`src/rtl/rr_hold_scheduler.sv`:
```
// rr_hold_scheduler
//   Round-robin scheduler for one single-owner resource shared by `width`
//   requesters. A grant is held until the owner asserts `done`, drops its
//   request, or (with RR_HOLD_TIMEOUT_EN defined) has held it for HOLD_MAX
//   cycles. Priority then rotates to the requester after the last owner.
//   Every handoff includes one idle cycle with grant = 0.
//
// Optional feature macro: RR_HOLD_TIMEOUT_EN
//   defined     : hold counter active, forced revocation after HOLD_MAX cycles
//   not defined : no counter, grant held indefinitely, timeout tied low
//
// Ports
//   clk         in   rising-edge clock
//   rst         in   synchronous active-high reset
//   request     in   [width]  per-requester level request
//   done        in   current owner finished (only looked at while owning)
//   grant       out  [width]  registered one-hot grant, 0 when idle
//   grant_valid out  registered |grant
//   grant_idx   out  [clog2(width)] current owner index, holds when idle
//   timeout     out  one-cycle pulse during the dead cycle of a forced release
module rr_hold_scheduler #(
  parameter int unsigned width    = 8,
  parameter int unsigned HOLD_MAX = 16
) (
  input  logic                     clk,
  input  logic                     rst,
  input  logic [width-1:0]         request,
  input  logic                     done,
  output logic [width-1:0]         grant,
  output logic                     grant_valid,
  output logic [$clog2(width)-1:0] grant_idx,
  output logic                     timeout
);

  localparam int unsigned IDX_W = $clog2(width);

  if (width < 2 || HOLD_MAX < 1) begin : g_bad_cfg
    $error("rr_hold_scheduler: needs width >= 2 and HOLD_MAX >= 1");
  end

  typedef enum logic {
    IDLE,
    OWN
  } state_t;

  state_t           state;
  logic [IDX_W-1:0] ptr;
  logic [IDX_W-1:0] winner;
  logic             found;
  logic [IDX_W-1:0] next_ptr;
  logic             rel_drop;
  logic             rel_to;
  logic             release_now;

  // Rotating scan starting at ptr; the first requester hit wins.
  always_comb begin
    winner = '0;
    found  = 1'b0;
    for (int unsigned i = 0; i < width; i++) begin
      if (!found && request[(32'(ptr) + i) % width]) begin
        winner = IDX_W'((32'(ptr) + i) % width);
        found  = 1'b1;
      end
    end
  end

  // width need not be a power of two, so wrap explicitly.
  assign next_ptr = (grant_idx == IDX_W'(width - 1)) ? '0 : grant_idx + 1'b1;

  assign rel_drop    = !request[grant_idx];
  assign release_now = done || rel_drop || rel_to;

`ifdef RR_HOLD_TIMEOUT_EN
  localparam int unsigned CNT_W = $clog2(HOLD_MAX + 1);

  logic [CNT_W-1:0] hold_cnt;
  logic             timeout_q;

  assign rel_to  = (hold_cnt == CNT_W'(HOLD_MAX));
  assign timeout = timeout_q;
`else
  assign rel_to  = 1'b0;
  assign timeout = 1'b0;
`endif

  always_ff @(posedge clk) begin
    if (rst) begin
      state       <= IDLE;
      grant       <= '0;
      grant_valid <= 1'b0;
      grant_idx   <= '0;
      ptr         <= '0;
`ifdef RR_HOLD_TIMEOUT_EN
      hold_cnt    <= '0;
      timeout_q   <= 1'b0;
`endif
    end else begin
`ifdef RR_HOLD_TIMEOUT_EN
      timeout_q <= 1'b0;
`endif
      case (state)
        IDLE: begin
          if (found) begin
            grant       <= width'(1) << winner;
            grant_valid <= 1'b1;
            grant_idx   <= winner;
            state       <= OWN;
`ifdef RR_HOLD_TIMEOUT_EN
            hold_cnt    <= CNT_W'(1);
`endif
          end
        end
        OWN: begin
          if (release_now) begin
            grant       <= '0;
            grant_valid <= 1'b0;
            ptr         <= next_ptr;
            state       <= IDLE;
`ifdef RR_HOLD_TIMEOUT_EN
            // Flag only a revocation that neither done nor a drop explains.
            timeout_q   <= !done && !rel_drop;
`endif
          end else begin
`ifdef RR_HOLD_TIMEOUT_EN
            if (!rel_to) begin
              hold_cnt <= hold_cnt + 1'b1;
            end
`endif
          end
        end
        default: state <= IDLE;
      endcase
    end
  end

endmodule
```
`config.mk`:
```
export PLATFORM = sky130hd
export DESIGN_NAME = rr_hold_scheduler
export DESIGN_NICKNAME = d
export VERILOG_FILES = /design/src/rtl/rr_hold_scheduler.sv
export SDC_FILE = /design/constraint.sdc
export NUM_CORES = 1
export LEC_CHECK = 0
export ABC_AREA = 1
export CAP_MARGIN = 20
export CORE_UTILIZATION = 53
export DETAILED_ROUTE_END_ITERATION = 10
export PLACE_DENSITY = 0.79
export SYNTH_ARGS = -nofsm -noshare
export SYNTH_HDL_FRONTEND = slang
export SYNTH_SLANG_ARGS = --single-unit
```
`constraint.sdc`:
```
create_clock -name clk -period 3.3 [get_ports clk]
set_input_delay 0.99 -clock clk [delete_from_list [all_inputs] [get_ports clk]]
set_output_delay 0.99 -clock clk [all_outputs]
set_load 0.1 [all_outputs]
```
==> parameters.txt <==
Parameter                              Value

Floorplanning
  Starting Density    58.0%
  Site Rows    18
  Number of top-level design ports    24
  Die height    55 um
  Total die area    3030 sq um
  Core Region    2570 sq um
  Die X-Extent    55 um

Setup path
  Worst setup path category    input pin to register
  Data arrival at the endpoint of the critical path    3020 ps
  Slowest cell on crit path    clkdlybuf4s50_1
  Startpoint of the worst register-to-register path    ptr[1]
  CP cell instances    clkdlybuf4s50_1, nand2_1, nand3_1, nand2_1, o21ai_0, inv_1, nand3b_4, nand2_4, inv_4, nor2_8, inv_2, nor2_2, nor2_1, nor2_1
  CP required    3480 ps
  Launching element of the worst setup path    request[5]
  Element type at the critical path start    input pin
  Endpoint type of the worst setup path    register
  Worst stage delay on the critical path    510 ps
  Crit-path max FO    8

Drt
  DR vias/cell    5.29
  Via count of the routed design    1,503
  Wirelength, routed    3350 um
  Post-route DRC violation count    0
  Wire length per cell    11.8 um
  Remaining number of nets flagged by the antenna check after routing    0
  Detailed router's first-iteration violation count    43
  First-pass DRT Iterations    4

Synthesis
  Top area cells in the synthesized netlist    dfxtp_1 22%, nand2_1 12%, nand3_1 10%
  Number of storage elements in the synthesis netlist    16
  FFs w/ async S/R, synth    0%
  Commonest register cell after synthesis    dfxtp_1
  Total nets after synthesis    246
  Synthesized area    1490 sq um
  Number of warnings issued by yosys    0
  Number of standard cells after synthesis    231
  Top cell type by total area after synthesis    dfxtp_1
  Area fraction of the dominant cell type after synthesis    21.5%
  Avg Synthesized Cell Area    6.45 sq um
  Number of synthesized flops with an enable pin    0
  Number of distinct library cell variants in the gate-level netlist after synthesis    35
  Seq/Total Area, Yosys    21.5%

Global route
  Overall overflow remaining after global route    0
  Number of global-route vias before repair    1,311
  Antenna violations before repair    0
  Global-route usage over all layers    25.3%
  Maximum number of pins on one net before global-route repair    12
  Wire length of the first global-routing pass    5550 um

STA
  Fmax    352 MHz
  Maximum clock skew at final layout    0.901 ps
  Finish-stage setup viols    0
  RSZ-0062 raised after global routing    no
  Setup Total Neg Slack    0 ps
  Total count of hold-check failures in the final report    0
  Time the worst path needs with I/O delays and setup    2840 ps
  Hold slack final    471 ps
  Period Utilization, post-route    86.0%
  Max Transition Viols Final    0
  Final worst slack    463 ps

Placed design
  Number of port buffers    22
  Post-placement worst setup slack    148 ps
  Area after DPL    1700 sq um
  GPL Wtd Cong    0.919
  Estimated wirelength of the detail-placed design    2700 um

Min path
  Startpoint of the most critical hold path    grant[4]
  Class of the worst hold path    register to register

Layout
  Share of layout cells above drive strength 1    22.0%
  Antenna cells    0
  Final nets    270
  Commonest cells after routing, fill and taps aside    48 x nand2_1, 31 x nand3_1, 28 x nor2_1
  Syn-to-layout area delta    16.3%
  Final cell area excluding filler cells    1730 sq um
  Leading cell type in the layout, fill and taps excluded    nand2_1
  Fill cell total of the finished layout    256

Clocking
  TritonCTS sink count    16
  Clock slew seen by the registers of the worst setup and hold paths    100 ps
  CTS root buf    clkbuf_4
  Maximum root-to-sink buffer count    2
  Hold_buf cts    0
  Deepest level of the CTS H-tree    1
  Setup repair bufs after CTS    0
  TritonCTS clock tree    done
  Worst skew pair latency    290 ps
  Post-cts sizing count    0
  Number of buffers added by the clock tree synthesis step    3

Run
  Count of maximum capacitance violations    0

Run status
  Outcome    finished clean
critical path: cells and delay by family:
| family | cells | cell delay [ps] |
|---|---|---|
| buffers and inverters | 4 | 920 |
| AOI/OAI and AO/OA | 1 | 380 |
| and+or+nand+nor | 9 | 710 |
per-layer routing:
layer / up-vias / GRT usage, % / part of all wire, %
met2: 34 / 40.2 / 43
met3: 5 / 4.92 / 3.6
met1: 659 / 35.4 / 53
met4: 0 / 4.58 / 0.81
li1: 805 / - / -
met5: - / 0 / 0
worst paths after layout:
check	slack (ps)	endpoint	depth (start not counted)
max	460	grant[6]	14
min	470	grant[4]	2
max reg2reg	650	grant[7]	17
min reg2reg	470	grant[4]	2
sequential cells by signal, summed over array words and instances, names as in the netlist:
name and cells:
grant 8, grant_idx 3, ptr 3, grant_valid 1, state 1
cells in the mapped netlist, drive strengths merged (2+ instances only):
cell	number
nand3	38
xor2	2
nor2	38
a21oi	9
inv	27
dfxtp	16
buf	5
nand4	7
ha	4
nand2	59
xnor2	2
o21ai	12
cell families after synthesis:
| group | count (synthesis) | share of synthesized area [%] |
|---|---|---|
| multiplexers | 1 | 0.672 |
| buffers and inverters | 33 | 10.1 |
| other | 1 | 0.252 |
| flip-flops | 16 | 21.5 |
| adder cells (fa/ha/maj) | 4 | 3.36 |
| XOR/XNOR | 4 | 2.35 |
| AO/OA/AOI/OAI | 29 | 11.7 |
| AND/OR/NAND/NOR | 143 | 50.1 |
per-stage QoR:
stage                     instances  util [%]
after floorplan                 231         -
after global routing            284      67.4
after global placement          280      66.0
after CTS                       284      67.4
final                           284      67.4
after detailed placement        280      66.0
final cells by class:
| class | count | area [sq um] | area share (%) |
|---|---|---|---|
| Multi-Input combinational cell | 182 | 1020 | 58.8 |
| Tap cell | 30 | 37.5 | 2.17 |
| Clock buffer | 4 | 36.3 | 2.10 |
| Timing Repair Buffer | 25 | 213 | 12.3 |
| Sequential cell | 16 | 320 | 18.5 |
| Inverter | 27 | 106 | 6.14 |
Power is not shown: default switching activity piles up to over one toggle a cycle in this logic, so the estimate is an artifact.
